**src/rtl/trig_pkg.sv**
```systemverilog
// Shared types and constants for the trig request arbiter slice.
// Angles are unsigned 4.8 and trig results are signed 2.12.
package trig_pkg;

  localparam int unsigned ANGLE_W = 12;
  localparam int unsigned TRIG_W  = 14;

  localparam logic [ANGLE_W-1:0] PI_Q      = 12'h324;
  localparam logic [ANGLE_W-1:0] HALF_PI_Q = 12'h192;
  localparam logic [ANGLE_W-1:0] TWO_PI_Q  = 12'h648;

  typedef enum logic [1:0] {
    IDLE,
    SIN,
    COS,
    DONE
  } trig_arb_state_t;

endpackage

```
**src/rtl/cal_sin.sv**
```systemverilog
// Combinational sine of a reduced 4.8 angle in [0, 2pi), signed 2.12 result.
// Folds to the first quadrant, then uses the Bhaskara rational form
// sin = 16p / (5*pi^2 - 4p), with p = x*(pi - x) in angle units where pi = 0x324.
// Quadrant endpoints come out exact (0 and +/-0x1000).
module cal_sin
  import trig_pkg::*;
(
  input  logic [ANGLE_W-1:0] angle,
  output logic [TRIG_W-1:0]  sin_out
);

  localparam logic [19:0] DEN_BASE = 20'd808020;  // 5*0x324^2 / 4

  logic               neg;
  logic [ANGLE_W-1:0] half;
  logic [ANGLE_W-1:0] x;
  logic [17:0]        prod;
  logic [19:0]        den;
  logic [31:0]        num;
  logic [12:0]        mag;

  // Fold into [0, pi/2], evaluate magnitude, restore sign.
  always_comb begin
    neg     = (angle >= PI_Q);
    half    = neg ? (angle - PI_Q) : angle;
    x       = (half > HALF_PI_Q) ? (PI_Q - half) : half;
    prod    = {6'd0, x} * {6'd0, PI_Q - x};
    den     = DEN_BASE - {2'd0, prod};
    num     = {prod, 14'd0} + {13'd0, den[19:1]};
    mag     = 13'(num / {12'd0, den});
    sin_out = neg ? (14'd0 - {1'b0, mag}) : {1'b0, mag};
  end

endmodule

```
**src/rtl/trig_angle_reduce.sv**
```systemverilog
// Combinational reduction of a 13-bit 4.8 angle into [0, 2pi).
// Two conditional subtracts of 2pi are enough for every input up to 0xFFF
// and for a reduced angle plus pi/2.
module trig_angle_reduce
  import trig_pkg::*;
(
  input  logic [ANGLE_W:0]   angle_in,
  output logic [ANGLE_W-1:0] angle_out
);

  logic [ANGLE_W:0] step1;
  logic [ANGLE_W:0] step2;

  // Subtract 2pi at most twice.
  always_comb begin
    step1 = angle_in;
    if (step1 >= {1'b0, TWO_PI_Q}) begin
      step1 = step1 - {1'b0, TWO_PI_Q};
    end
    step2 = step1;
    if (step2 >= {1'b0, TWO_PI_Q}) begin
      step2 = step2 - {1'b0, TWO_PI_Q};
    end
    angle_out = step2[ANGLE_W-1:0];
  end

endmodule

```
**src/rtl/trig_req_arbiter.sv**
```systemverilog
// Round-robin arbiter sharing one cal_sin datapath among NREQ requesters.
// Each accepted request returns sin and cos (cos = sin(angle + pi/2)).
// Optional build macro: TRIG_ARB_CACHE_EN adds a one-entry result cache.
module trig_req_arbiter
  import trig_pkg::*;
#(
  parameter int unsigned NREQ = 4,
  parameter int unsigned ID_W = 2
)
(
  input  logic                    Clk,
  input  logic                    Reset,
  input  logic [NREQ-1:0]         req_valid,
  input  logic [NREQ*ANGLE_W-1:0] req_angle,
  output logic [NREQ-1:0]         req_ready,
  output logic                    rsp_valid,
  output logic [ID_W-1:0]         rsp_id,
  output logic [TRIG_W-1:0]       rsp_sin,
  output logic [TRIG_W-1:0]       rsp_cos,
  output logic                    busy
);

  trig_arb_state_t    state_q;
  trig_arb_state_t    state_d;

  logic [ID_W-1:0]    rr_q;
  logic [ID_W-1:0]    grant_id;
  logic               grant_any;
  logic               accept;
  logic               cache_hit;
  int unsigned        arb_idx;

  logic [ANGLE_W-1:0] sel_angle;
  logic [ANGLE_W-1:0] req_reduced;
  logic [ANGLE_W-1:0] angle_q;
  logic [ID_W-1:0]    id_q;
  logic [ANGLE_W:0]   cos_sum;
  logic [ANGLE_W-1:0] cos_angle;
  logic [ANGLE_W-1:0] cal_in;
  logic [TRIG_W-1:0]  cal_out;
  logic [TRIG_W-1:0]  sin_q;

  logic [ID_W-1:0]    rsp_id_q;
  logic [TRIG_W-1:0]  rsp_sin_q;
  logic [TRIG_W-1:0]  rsp_cos_q;
  logic [TRIG_W-1:0]  hit_sin;
  logic [TRIG_W-1:0]  hit_cos;

  // First pending requester at or after the rr pointer, wrapping.
  always_comb begin
    grant_any = 1'b0;
    grant_id  = '0;
    arb_idx   = 0;
    for (int unsigned off = 0; off < NREQ; off++) begin
      arb_idx = (32'(rr_q) + off) % NREQ;
      if (!grant_any && req_valid[arb_idx]) begin
        grant_any = 1'b1;
        grant_id  = ID_W'(arb_idx);
      end
    end
  end

  // Accept strobe, angle select and cal_sin input mux.
  always_comb begin
    accept    = (state_q == IDLE) && grant_any && !Reset;
    req_ready = '0;
    req_ready[grant_id] = accept;
    sel_angle = req_angle[grant_id*ANGLE_W +: ANGLE_W];
    cos_sum   = {1'b0, angle_q} + {1'b0, HALF_PI_Q};
    cal_in    = (state_q == COS) ? cos_angle : angle_q;
  end

  trig_angle_reduce u_req_reduce (
    .angle_in  ({1'b0, sel_angle}),
    .angle_out (req_reduced)
  );

  trig_angle_reduce u_cos_reduce (
    .angle_in  (cos_sum),
    .angle_out (cos_angle)
  );

  cal_sin u_cal_sin (
    .angle   (cal_in),
    .sin_out (cal_out)
  );

`ifdef TRIG_ARB_CACHE_EN
  logic               cache_valid_q;
  logic [ANGLE_W-1:0] cache_angle_q;
  logic [TRIG_W-1:0]  cache_sin_q;
  logic [TRIG_W-1:0]  cache_cos_q;

  // Remember the last fully computed angle; written as COS completes.
  always_ff @(posedge Clk) begin
    if (Reset) begin
      cache_valid_q <= 1'b0;
      cache_angle_q <= '0;
      cache_sin_q   <= '0;
      cache_cos_q   <= '0;
    end else if (state_q == COS) begin
      cache_valid_q <= 1'b1;
      cache_angle_q <= angle_q;
      cache_sin_q   <= sin_q;
      cache_cos_q   <= cal_out;
    end
  end

  assign cache_hit = cache_valid_q && (req_reduced == cache_angle_q);
  assign hit_sin   = cache_sin_q;
  assign hit_cos   = cache_cos_q;
`else
  assign cache_hit = 1'b0;
  assign hit_sin   = '0;
  assign hit_cos   = '0;
`endif

  // Next-state logic; a cache hit skips straight to DONE.
  always_comb begin
    state_d = state_q;
    unique case (state_q)
      IDLE:    if (grant_any) state_d = cache_hit ? DONE : SIN;
      SIN:     state_d = COS;
      COS:     state_d = DONE;
      DONE:    state_d = IDLE;
      default: state_d = IDLE;
    endcase
  end

  // State register.
  always_ff @(posedge Clk) begin
    if (Reset) begin
      state_q <= IDLE;
    end else begin
      state_q <= state_d;
    end
  end

  // Request latch, rr pointer, sin capture and response registers.
  // Response registers load on the edge into DONE so they hold until the next DONE.
  always_ff @(posedge Clk) begin
    if (Reset) begin
      rr_q      <= '0;
      angle_q   <= '0;
      id_q      <= '0;
      sin_q     <= '0;
      rsp_id_q  <= '0;
      rsp_sin_q <= '0;
      rsp_cos_q <= '0;
    end else begin
      if (accept) begin
        angle_q <= req_reduced;
        id_q    <= grant_id;
        rr_q    <= (grant_id == ID_W'(NREQ - 1)) ? '0 : grant_id + 1'b1;
        if (cache_hit) begin
          rsp_id_q  <= grant_id;
          rsp_sin_q <= hit_sin;
          rsp_cos_q <= hit_cos;
        end
      end
      if (state_q == SIN) begin
        sin_q <= cal_out;
      end
      if (state_q == COS) begin
        rsp_id_q  <= id_q;
        rsp_sin_q <= sin_q;
        rsp_cos_q <= cal_out;
      end
    end
  end

  assign rsp_valid = (state_q == DONE);
  assign busy      = (state_q != IDLE);
  assign rsp_id    = rsp_id_q;
  assign rsp_sin   = rsp_sin_q;
  assign rsp_cos   = rsp_cos_q;

endmodule

```
**config.mk**
```make
export PLATFORM = sky130hd
export DESIGN_NAME = trig_req_arbiter
export DESIGN_NICKNAME = d
export VERILOG_FILES = /design/src/rtl/trig_pkg.sv /design/src/rtl/cal_sin.sv /design/src/rtl/trig_angle_reduce.sv /design/src/rtl/trig_req_arbiter.sv
export SDC_FILE = /design/constraint.sdc
export NUM_CORES = 1
export LEC_CHECK = 0
export ABC_CLOCK_PERIOD_IN_PS = 87700
export CORE_AREA = 2 2 277 210
export CTS_BUF_LIST = sky130_fd_sc_hd__clkbuf_8
export CTS_CLUSTER_DIAMETER = 150
export CTS_CLUSTER_SIZE = 8
export DETAILED_ROUTE_END_ITERATION = 16
export DIE_AREA = 0 0 279 212
export DONT_BUFFER_PORTS = 1
export SETUP_SLACK_MARGIN = 0.4
export SYNTH_ARGS = -nofsm -noshare
export SYNTH_HDL_FRONTEND = slang
export SYNTH_SLANG_ARGS = --single-unit
```
**constraint.sdc**
```tcl
create_clock -name Clk -period 87.7 [get_ports Clk]
set_input_delay 13.155 -clock Clk [delete_from_list [all_inputs] [get_ports Clk]]
set_output_delay 13.155 -clock Clk [all_outputs]
set_load 0.01 [all_outputs]
```
==> results of run 1 <==
-- synth_stat cells (16+ instances only) --
master / instances
sky130_fd_sc_hd__o21ai_0: 122
sky130_fd_sc_hd__o22ai_1: 17
sky130_fd_sc_hd__or4_1: 16
sky130_fd_sc_hd__o31ai_1: 133
sky130_fd_sc_hd__dfxtp_1: 62
sky130_fd_sc_hd__buf_1: 16
sky130_fd_sc_hd__clkbuf_1: 74
sky130_fd_sc_hd__and2_1: 43
sky130_fd_sc_hd__mux2_2: 54
sky130_fd_sc_hd__nand4_1: 20
sky130_fd_sc_hd__xnor2_1: 110
sky130_fd_sc_hd__nand3_1: 96
sky130_fd_sc_hd__mux2i_1: 74
sky130_fd_sc_hd__a21o_1: 51
sky130_fd_sc_hd__nor2b_1: 35
sky130_fd_sc_hd__inv_1: 221
sky130_fd_sc_hd__a31oi_1: 33
sky130_fd_sc_hd__a211oi_1: 36
sky130_fd_sc_hd__buf_2: 22
sky130_fd_sc_hd__or3_1: 26
sky130_fd_sc_hd__nand2_1: 387
sky130_fd_sc_hd__o21ai_1: 21
sky130_fd_sc_hd__ha_1: 321
sky130_fd_sc_hd__o211ai_1: 32
sky130_fd_sc_hd__xor2_1: 51
sky130_fd_sc_hd__nor3_1: 198
sky130_fd_sc_hd__and3_1: 28
sky130_fd_sc_hd__nor2_1: 326
sky130_fd_sc_hd__fa_1: 86
sky130_fd_sc_hd__o21a_1: 176
sky130_fd_sc_hd__nand2b_1: 94
sky130_fd_sc_hd__nor4_1: 21
sky130_fd_sc_hd__a21oi_1: 165
-- logic make-up (layout without fill, tap and decap cells) --
family	count (synthesis)	after routing	synth area share
buffers and inverters	355	291	0.0566
muxes	134	134	0.0572
xor gates and xnor gates	168	168	0.0619
adders and majority gates	408	408	0.228
other	0	1	0
AOI/OAI and AO/OA	1005	1005	0.287
DFF	62	62	0.0493
and+or+nand+nor	1357	1357	0.259
-- placed cells by master, fill, tap and decap left out, types with 54 or more instances in the layout --
cell type	synthesis	layout
sky130_fd_sc_hd__nand2_1	387	387
sky130_fd_sc_hd__nor2_1	326	324
sky130_fd_sc_hd__ha_1	321	320
sky130_fd_sc_hd__inv_1	221	221
sky130_fd_sc_hd__nor3_1	198	198
sky130_fd_sc_hd__o21a_1	176	176
sky130_fd_sc_hd__a21oi_1	165	163
sky130_fd_sc_hd__o31ai_1	133	133
sky130_fd_sc_hd__o21ai_0	122	122
sky130_fd_sc_hd__xnor2_1	110	105
sky130_fd_sc_hd__nand3_1	96	96
sky130_fd_sc_hd__nand2b_1	94	94
sky130_fd_sc_hd__fa_1	86	86
sky130_fd_sc_hd__mux2i_1	74	74
sky130_fd_sc_hd__dfxtp_1	62	62
sky130_fd_sc_hd__mux2_2	54	54
-- layout make-up --
class | instances | area share
diodes | 1 | 0.0000955
well taps | 741 | 0.0354
inverters | 230 | 0.0329
flip-flops and latches | 62 | 0.0473
clock inverters | 7 | 0.00463
multi-input cells | 3072 | 0.862
repair buffers | 45 | 0.0129
clock buffers | 9 | 0.00473
-- state kept, by name (all words and copies together) (netlist names) --
register / flops
rsp_cos: 14
rsp_sin: 14
sin_q: 14
angle_q: 12
id_q: 2
rr_q: 2
rsp_id: 2
state_q: 2
-- stage by stage --
| step | hold WS [ns] | utilization | setup WS [ns] |
|---|---|---|---|
| finish | 0.469 | 0.462 | 7.91 |
| global route | 0.486 | 0.462 | 1.09 |
| CTS | 0.463 | 0.462 | 8.81 |
| detailed placement | 0.452 | 0.457 | 9.14 |
| global placement | 0.452 | 0.457 | 10.79 |
| floorplan | 0.436 | - | 13.60 |
-- how the worst max path moves through the flow --
stage | slack [ns] | to | cells past startpoint | from
final | 7.91 | rsp_cos[10] | 372 | angle_q[1]
after global routing | 1.09 | rsp_cos[10] | 373 | angle_q[1]
after CTS | 8.81 | rsp_cos[10] | 371 | angle_q[1]
after detailed placement | 9.14 | sin_q[10] | 371 | angle_q[1]
after global placement | 10.79 | rsp_cos[10] | 373 | angle_q[1]
after floorplan | 13.60 | sin_q[4] | 401 | angle_q[1]
-- per-layer routing --
layer  track usage  vias up
li1              -    12600
met1         0.380    11800
met2         0.389      876
met3        0.0226       86
met4        0.0471        0
met5       0.00248        -
-- worst reg2reg max path: cells and delay by family (launching register included) --
| family | cells | cell delay [ns] |
|---|---|---|
| AOI/OAI and AO/OA | 216 | 42.75 |
| xor gates and xnor gates | 11 | 3.04 |
| adders and majority gates | 27 | 9.63 |
| buffers and inverters | 19 | 4.15 |
| DFF | 1 | 0.56 |
| muxes | 12 | 3.66 |
| and+or+nand+nor | 87 | 15.95 |
==> qor.csv, run 1 <==
metric,value,unit
routability congestion estimate,0.965,
area taken by multi-input logic gates,22600,um^2
dominant cell type by count on the critical path,sky130_fd_sc_hd__o21a_1,
number of max-cap violations,0,
Yosys warning total,0,
detailed-route via count,25400,
max layer used,met4,
Clock Sinks,62,
clock insertion delay at the later pin of the skew report,0.35,ns
Highest Clock Rate,12.5,MHz
total half-perimeter wirelength after legalization and detailed placement,60400,um
Tot GR Track Use,0.252,
number of placed cells counting well taps,4150,
dominant synthesized flop cell,sky130_fd_sc_hd__dfxtp_1,
data arrival time of the critical path,80.08,ns
clock-pin slew on the worst setup and hold paths,0.09,ns
total of hold buffers inserted after clock tree synthesis,0,
Final Max Tran Viols,0,
area growth from synthesis to layout,4.18,%
WL met1,37700,um
fraction of synthesized cell area taken by the top area cell type,0.160,
proportion of synthesized chip area in sequential cells,0.0493,
kind of critical path,reg2reg,
Die H,212,um
total number of placement rows,76,
endpoint required time on the critical path,87.99,ns
Fill cells,5769,
Setup-failing EPs final,0,
top cell family by delay on the critical path,compound AO/OA/AOI/OAI gates,
drt total wl,75700,um
DRC,0,
register-to-register setup slack,7.91,ns
number of H-tree levels,3,
worst hold path cell count,2,
Final Skew,0.0175,ns
final net count,3881,
total placed instance area,26000,um^2
synthesized flop and latch total,62,
effective utilization at floorplan,0.443,
run status,completed,
ports placed on the boundary,90,
port buffer count,0,
total core area,56800,um^2
first-pass GRT wire length,123000,um
"Min Clock Period, post-route",79.79,ns
detail-routed via count per cell,6.09,
unrepaired setup endpoints after global routing,no,
worst slew slack as a fraction of its limit,0.343,
violation count after the first detailed-route iteration,2121,
Post-Layout Cell Count,4167,
kind of path behind the tightest hold check,reg2reg,
met2 routed WL,31800,um
async set or reset register ratio after synthesis,0,
Total Negative Setup Slacks,0,ns
synthesized netlist net count,3950,
vias in the first global route,22900,
Hold EP,id_q[0],
first-pass iteration count of the detailed router,6,
clock tree from TritonCTS,built,
area of the mapped netlist,25200,um^2
HP Start,id_q[0],
metal3 WL,4810,um
dominant cells by area after synthesis,"sky130_fd_sc_hd__ha_1 (16%), sky130_fd_sc_hd__fa_1 (6.8%), sky130_fd_sc_hd__nand2_1 (5.8%), sky130_fd_sc_hd__o21a_1 (5.3%), sky130_fd_sc_hd__dfxtp_1 (4.9%)",
"Distinct cells, synth",136,
routed length per instance,18.2,um
worst reg2reg endpoint,rsp_cos[10],
post-synthesis average cell area,7.21,um^2
number of enable flip-flop cells after synthesis,0,
slew at the pin with the worst max-slew slack,0.970,ns
worst reg-to-reg path cell count,372,
die outline area,59100,um^2
area taken by flip-flops and latches,1240,um^2
Crit-path slowest cell,sky130_fd_sc_hd__nand2_1,
fraction of final layout cells sized beyond drive strength 1,0.0704,
CP Capture Type,flip-flop,
pin count of the biggest net entering global routing,60,
nature of the critical path startpoint,flip-flop,
Critical Path Fanout Max,41,
number of buffers and inverters on the critical path,19,
final hold violation count,0,
Inserted Clock Buffers,9,
remaining global-route overflow,0,
Antenna Nets Post-Route,0,
highest cell delay on the worst timing path,0.59,ns
reg2reg start,angle_q[1],
cell count after synthesis,3489,
Die X,279,um
worst-case clock buffer depth,2,
antenna violations before repair,0,
number of setup buffers added after CTS,0,
cells resized by post-CTS repair,0,
cell at the root of the clock tree,sky130_fd_sc_hd__clkbuf_8,
leading area contributor after synthesis,sky130_fd_sc_hd__ha_1,
Final Cell Area,26200,um^2
final period utilization,0.910,
Power of run 1 is left out: the tool's default activity adds up to more than one toggle a clock period on the data nets, which glitch-free logic cannot reach.
==> run 2, diff against run 1 <==
CTS_BUF_LIST = default   (was sky130_fd_sc_hd__clkbuf_8)
==> qor.csv, run 2 (same netlist as run 1, synthesis figures left out) <==
metric,value,unit,change
routability congestion estimate,0.965,,unchanged
vias in the first global route,22900,,-0.035%
port buffer count,0,,unchanged
cells resized by post-CTS repair,0,,unchanged
effective utilization at floorplan,0.443,,unchanged
clock tree from TritonCTS,built,,
routed length per instance,18.2,um,about the same
CP Capture Type,flip-flop,,
endpoint required time on the critical path,87.97,ns,-0.02 ns
Die X,279,um,unchanged
Highest Clock Rate,12.5,MHz,about the same
Setup-failing EPs final,0,,unchanged
worst slew slack as a fraction of its limit,0.321,,-0.0224
first-pass iteration count of the detailed router,5,,-1
slew at the pin with the worst max-slew slack,1.02,ns,+0.0478 ns
final net count,3881,,unchanged
detailed-route via count,25300,,-0.20%
Antenna Nets Post-Route,0,,unchanged
worst-case setup slack after placement,9.14,ns,unchanged
worst-case clock buffer depth,2,,unchanged
violation count after the first detailed-route iteration,2022,,-4.7%
final period utilization,0.910,,about the same
number of setup buffers added after CTS,0,,unchanged
die outline area,59100,um^2,unchanged
Inserted Clock Buffers,9,,unchanged
number of max-cap violations,0,,unchanged
worst reg2reg endpoint,rsp_cos[10],,
"most common cell after layout, fill and taps aside",sky130_fd_sc_hd__nand2_1,,
nature of the critical path startpoint,flip-flop,,
worst setup margin,7.89,ns,-0.0220 ns
cell at the root of the clock tree,sky130_fd_sc_hd__clkbuf_16,,
number of buffers and inverters on the critical path,20,,+1
Final Skew,0.0106,ns,-0.00687 ns
kind of critical path,reg2reg,,
Antenna Cells,0,,-1
dominant cell type by count on the critical path,sky130_fd_sc_hd__o21a_1,,
Final Max Tran Viols,0,,unchanged
kind of path behind the tightest hold check,reg2reg,,
register-to-register setup slack,7.89,ns,-0.02 ns
data arrival time of the critical path,80.08,ns,about the same
DRC,0,,unchanged
Fill cells,5756,,-0.23%
worst hold path cell count,2,,unchanged
total of hold buffers inserted after clock tree synthesis,0,,unchanged
Hold EP,id_q[0],,
run status,completed,,
Die H,212,um,unchanged
pin count of the biggest net entering global routing,60,,unchanged
detail-routed via count per cell,6.08,,-0.17%
ports placed on the boundary,90,,unchanged
clock-pin slew on the worst setup and hold paths,0.06,ns,-0.03 ns
antenna violations before repair,0,,unchanged
area growth from synthesis to layout,4.57,%,
HP Start,id_q[0],,
remaining global-route overflow,0,,unchanged
fraction of final layout cells sized beyond drive strength 1,0.0704,,unchanged
reg2reg start,angle_q[1],,
total half-perimeter wirelength after legalization and detailed placement,60400,um,unchanged
clock insertion delay at the later pin of the skew report,0.33,ns,-0.02 ns
drt total wl,75700,um,about the same
Critical Path Fanout Max,46,,+12%
top cell family by delay on the critical path,compound AO/OA/AOI/OAI gates,,
highest cell delay on the worst timing path,0.59,ns,about the same
"Min Clock Period, post-route",79.81,ns,+0.0220 ns
"commonest cells after routing, fill and taps aside","sky130_fd_sc_hd__nand2_1 (387), sky130_fd_sc_hd__nor2_1 (324), sky130_fd_sc_hd__ha_1 (320), sky130_fd_sc_hd__inv_1 (221), sky130_fd_sc_hd__nor3_1 (198)",,
total core area,56800,um^2,unchanged
Clock Sinks,62,,unchanged
Crit-path slowest cell,sky130_fd_sc_hd__nand2_1,,
first-pass GRT wire length,123000,um,about the same
worst reg-to-reg path cell count,373,,+0.27%
number of H-tree levels,3,,unchanged
Tot GR Track Use,0.252,,about the same
unrepaired setup endpoints after global routing,no,,
Total Negative Setup Slacks,0,ns,unchanged
final hold violation count,0,,unchanged
total number of placement rows,76,,unchanged
## run 2: area by class of cell
type / count / area [um^2] / area share
Clock inverter: 7 / 121 / 0.00461
Clock buffer: 9 / 225 / 0.00856
Inverter: 230 / 863 / 0.0328
Tap cell: 741 / 927 / 0.0352
Timing Repair Buffer: 45 / 338 / 0.0128
Sequential cell: 62 / 1240 / 0.0472
Multi-Input combinational cell: 3072 / 22600 / 0.859
## run 2: per-stage QoR
step	std cells	instance area [um^2]	hold slack, ns	utilization
2_1_floorplan	3489	25200	0.436	-
3_3_place_gp	4150	26000	0.452	0.457
3_5_place_dp	4150	26000	0.452	0.457
4_1_cts	4166	26300	0.460	0.464
5_1_grt	4166	26300	0.483	0.464
6_report	4166	26300	0.463	0.464
## run 2: worst max-delay path by stage
| stage | start | end | slack (ns) | cells past startpoint |
|---|---|---|---|---|
| finish | angle_q[1] | rsp_cos[10] | 7.89 | 373 |
| global placement | angle_q[1] | rsp_cos[10] | 10.79 | 373 |
| detailed placement | angle_q[1] | sin_q[10] | 9.14 | 371 |
| global route | angle_q[1] | rsp_cos[10] | 1.09 | 373 |
| CTS | angle_q[1] | rsp_cos[10] | 8.81 | 371 |
| floorplan | angle_q[1] | sin_q[4] | 13.60 | 401 |
## run 2: routing by layer
| metal | track usage | vias up | share of wire |
|---|---|---|---|
| met5 | 0.00248 | - | 0 |
| li1 | - | 12600 | - |
| met1 | 0.380 | 11800 | 0.50 |
| met4 | 0.0465 | 0 | 0.020 |
| met2 | 0.389 | 848 | 0.42 |
| met3 | 0.0223 | 80 | 0.063 |
## run 2: tightest hold or removal path, stage by stage, from the launching register on
cell and delay, ns:
sky130_fd_sc_hd__dfxtp_1 0.31, sky130_fd_sc_hd__nand2_1 0.06, sky130_fd_sc_hd__a21oi_1 0.06
Power of run 2 is left out for the same reason.
==> run 3, diff against run 2 <==
CORE_AREA = 2 2 302 230   (was 2 2 277 210)
DIE_AREA = 0 0 304 232   (was 0 0 279 212)
SYNTH_HIERARCHICAL = 1   (was default)
==> qor.csv, run 3 <==
metric,value,unit,change
Antenna Cells,0,,unchanged
die outline area,70500,um^2,+19%
ports placed on the boundary,90,,unchanged
violation count after the first detailed-route iteration,3375,,+67%
Total Negative Setup Slacks,0,ns,unchanged
worst-case clock buffer depth,2,,unchanged
"Distinct cells, synth",133,,-2.2%
"most common cell after layout, fill and taps aside",sky130_fd_sc_hd__nor2_1,,
run status,completed,,
vias in the first global route,28300,,+24%
detailed-route via count,31300,,+24%
Die H,232,um,+9.4%
dominant cells by area after synthesis,"sky130_fd_sc_hd__ha_1 (13%), sky130_fd_sc_hd__a21oi_1 (6.5%), sky130_fd_sc_hd__xnor2_1 (6.2%), sky130_fd_sc_hd__fa_1 (5.7%), sky130_fd_sc_hd__nor2_1 (5.6%)",,
total number of placement rows,83,,+9.2%
remaining global-route overflow,0,,unchanged
port buffer count,0,,unchanged
clock tree from TritonCTS,built,,
Critical Path Fanout Max,50,,+8.7%
Yosys warning total,6,,+6
Tot GR Track Use,0.284,,+0.0323
area growth from synthesis to layout,3.38,%,
nature of the critical path startpoint,flip-flop,,
cell count after synthesis,4275,,+23%
data arrival time of the critical path,74.12,ns,-5.96 ns
DRC,0,,unchanged
final hold violation count,0,,unchanged
clock-pin slew on the worst setup and hold paths,0.05,ns,about the same
pin count of the biggest net entering global routing,51,,-15%
HP Start,id_q[0],,
worst slew slack as a fraction of its limit,0.213,,-0.107
first-pass GRT wire length,163000,um,+32%
unrepaired setup endpoints after global routing,no,,
Inserted Clock Buffers,9,,unchanged
clock insertion delay at the later pin of the skew report,0.35,ns,+0.02 ns
synthesized flop and latch total,62,,unchanged
"top cells by count, synth","sky130_fd_sc_hd__nor2_1 (448), sky130_fd_sc_hd__a21oi_1 (389), sky130_fd_sc_hd__nand2_1 (385)",,
register-to-register setup slack,13.85,ns,+5.96 ns
total of hold buffers inserted after clock tree synthesis,0,,unchanged
fraction of final layout cells sized beyond drive strength 1,0.0639,,-0.00649
Setup-failing EPs final,0,,unchanged
"commonest cells after routing, fill and taps aside","sky130_fd_sc_hd__nor2_1 (447), sky130_fd_sc_hd__a21oi_1 (389), sky130_fd_sc_hd__nand2_1 (385), sky130_fd_sc_hd__ha_1 (314), sky130_fd_sc_hd__inv_1 (286)",,
total half-perimeter wirelength after legalization and detailed placement,82300,um,+36%
detail-routed via count per cell,6.17,,+1.5%
cell at the root of the clock tree,sky130_fd_sc_hd__clkbuf_16,,
drt total wl,103000,um,+36%
dominant cell by count in the synthesized netlist,sky130_fd_sc_hd__nor2_1,,
Die X,304,um,+9.0%
Antenna Nets Post-Route,0,,unchanged
slew at the pin with the worst max-slew slack,1.18,ns,+0.162 ns
kind of critical path,reg2reg,,
Post-Layout Cell Count,5072,,+22%
dominant cell type by count on the critical path,sky130_fd_sc_hd__o21ai_0,,
"Min Clock Period, post-route",73.85,ns,-5.96 ns
final net count,4630,,+19%
endpoint required time on the critical path,87.97,ns,about the same
number of H-tree levels,3,,unchanged
async set or reset register ratio after synthesis,0,,unchanged
Clock Sinks,62,,unchanged
Crit-path slowest cell,sky130_fd_sc_hd__xor2_1,,
number of setup buffers added after CTS,0,,unchanged
effective utilization at floorplan,0.446,,+0.00285
fraction of synthesized cell area taken by the top area cell type,0.131,,-0.0289
post-synthesis average cell area,7.05,um^2,-2.2%
Fill cells,6987,,+21%
CP Capture Type,flip-flop,,
final period utilization,0.842,,-0.0680
first-pass iteration count of the detailed router,6,,+1
highest cell delay on the worst timing path,0.90,ns,+0.31 ns
number of max-cap violations,0,,unchanged
number of enable flip-flop cells after synthesis,0,,unchanged
Highest Clock Rate,13.5,MHz,+8.1%
routed length per instance,20.3,um,+12%
Final Skew,0.0158,ns,+0.00518 ns
kind of path behind the tightest hold check,reg2reg,,
dominant synthesized flop cell,sky130_fd_sc_hd__dfxtp_1,,
number of placed cells counting well taps,5056,,+22%
total core area,67600,um^2,+19%
area of the mapped netlist,30200,um^2,+20%
synthesized netlist net count,4730,,+20%
cells resized by post-CTS repair,0,,unchanged
antenna violations before repair,1,,+1
reg2reg start,angle_q[1],,
routability congestion estimate,0.977,,+1.2%
beginning of the critical path,angle_q[1],,
proportion of synthesized chip area in sequential cells,0.0412,,-0.00817
Final Max Tran Viols,0,,unchanged
leading area contributor after synthesis,sky130_fd_sc_hd__ha_1,,
==> run 3: cell types whose count changed after synthesis, sizes merged, moves of 64 or more <==
cell / delta
inv: +64
a21o: +92
o31ai: -83
o21ai: +132
nor3: -102
xnor2: +109
nor2: +123
a21oi: +222
o21a: -121
==> run 3: routing by layer <==
metal | vias up | part of all wire | global-route usage
li1 | 15300 | - | -
met1 | 14600 | 0.51 | 0.450
met2 | 1265 | 0.39 | 0.402
met3 | 114 | 0.082 | 0.0320
met4 | 0 | 0.021 | 0.0567
met5 | - | 0 | 0
==> run 3: final cells by class <==
class                      count  area, um^2  share of cell area
clock buffer                  10         229             0.00734
clock inverter                 6        61.3             0.00197
inverter                     294        1100              0.0354
multi-input combinational   3760       27100               0.868
sequential                    62        1240              0.0398
tap                          892        1120              0.0358
timing repair buffer          48         360              0.0116
==> run 3: worst max-delay path, delay by kind of cell (launching register included) <==
family	cells	cell delay, ns
AO/OA/AOI/OAI	183	36.20
AND/OR/NAND/NOR	96	18.91
adder cells (fa/ha/maj)	25	9.25
XOR/XNOR	12	3.87
buffers and inverters	13	2.68
multiplexers	7	2.23
flip-flops	1	0.34
==> run 3: cell families after synthesis <==
family                     count (synthesis)  synth area share
AOI/OAI and AO/OA                       1345             0.300
adders and majority gates                401             0.188
and+or+nand+nor                         1511             0.247
DFF                                       62            0.0412
muxes                                    183            0.0645
other                                      1          0.000124
buffers and inverters                    453            0.0642
xor gates and xnor gates                 319            0.0955
==> run 3: stage by stage <==
step           utilization  setup WS, ns  hold slack (ns)  area [um^2]
2_1_floorplan            -         22.85            0.422        30200
3_3_place_gp         0.457         16.81            0.450        30900
3_5_place_dp         0.457         15.44            0.457        30900
4_1_cts              0.461         15.09            0.466        31200
5_1_grt              0.461          6.85            0.515        31200
6_report             0.461         13.85            0.473        31200
==> run 3: path summary, 6_finish.rpt <==
check             cells past startpoint   endpoint
setup / recovery                    336  sin_q[12]
hold / removal                        2    id_q[0]
setup reg to reg                    336  sin_q[12]
hold reg to reg                       2    id_q[0]
Power of run 3 is left out for the same reason.
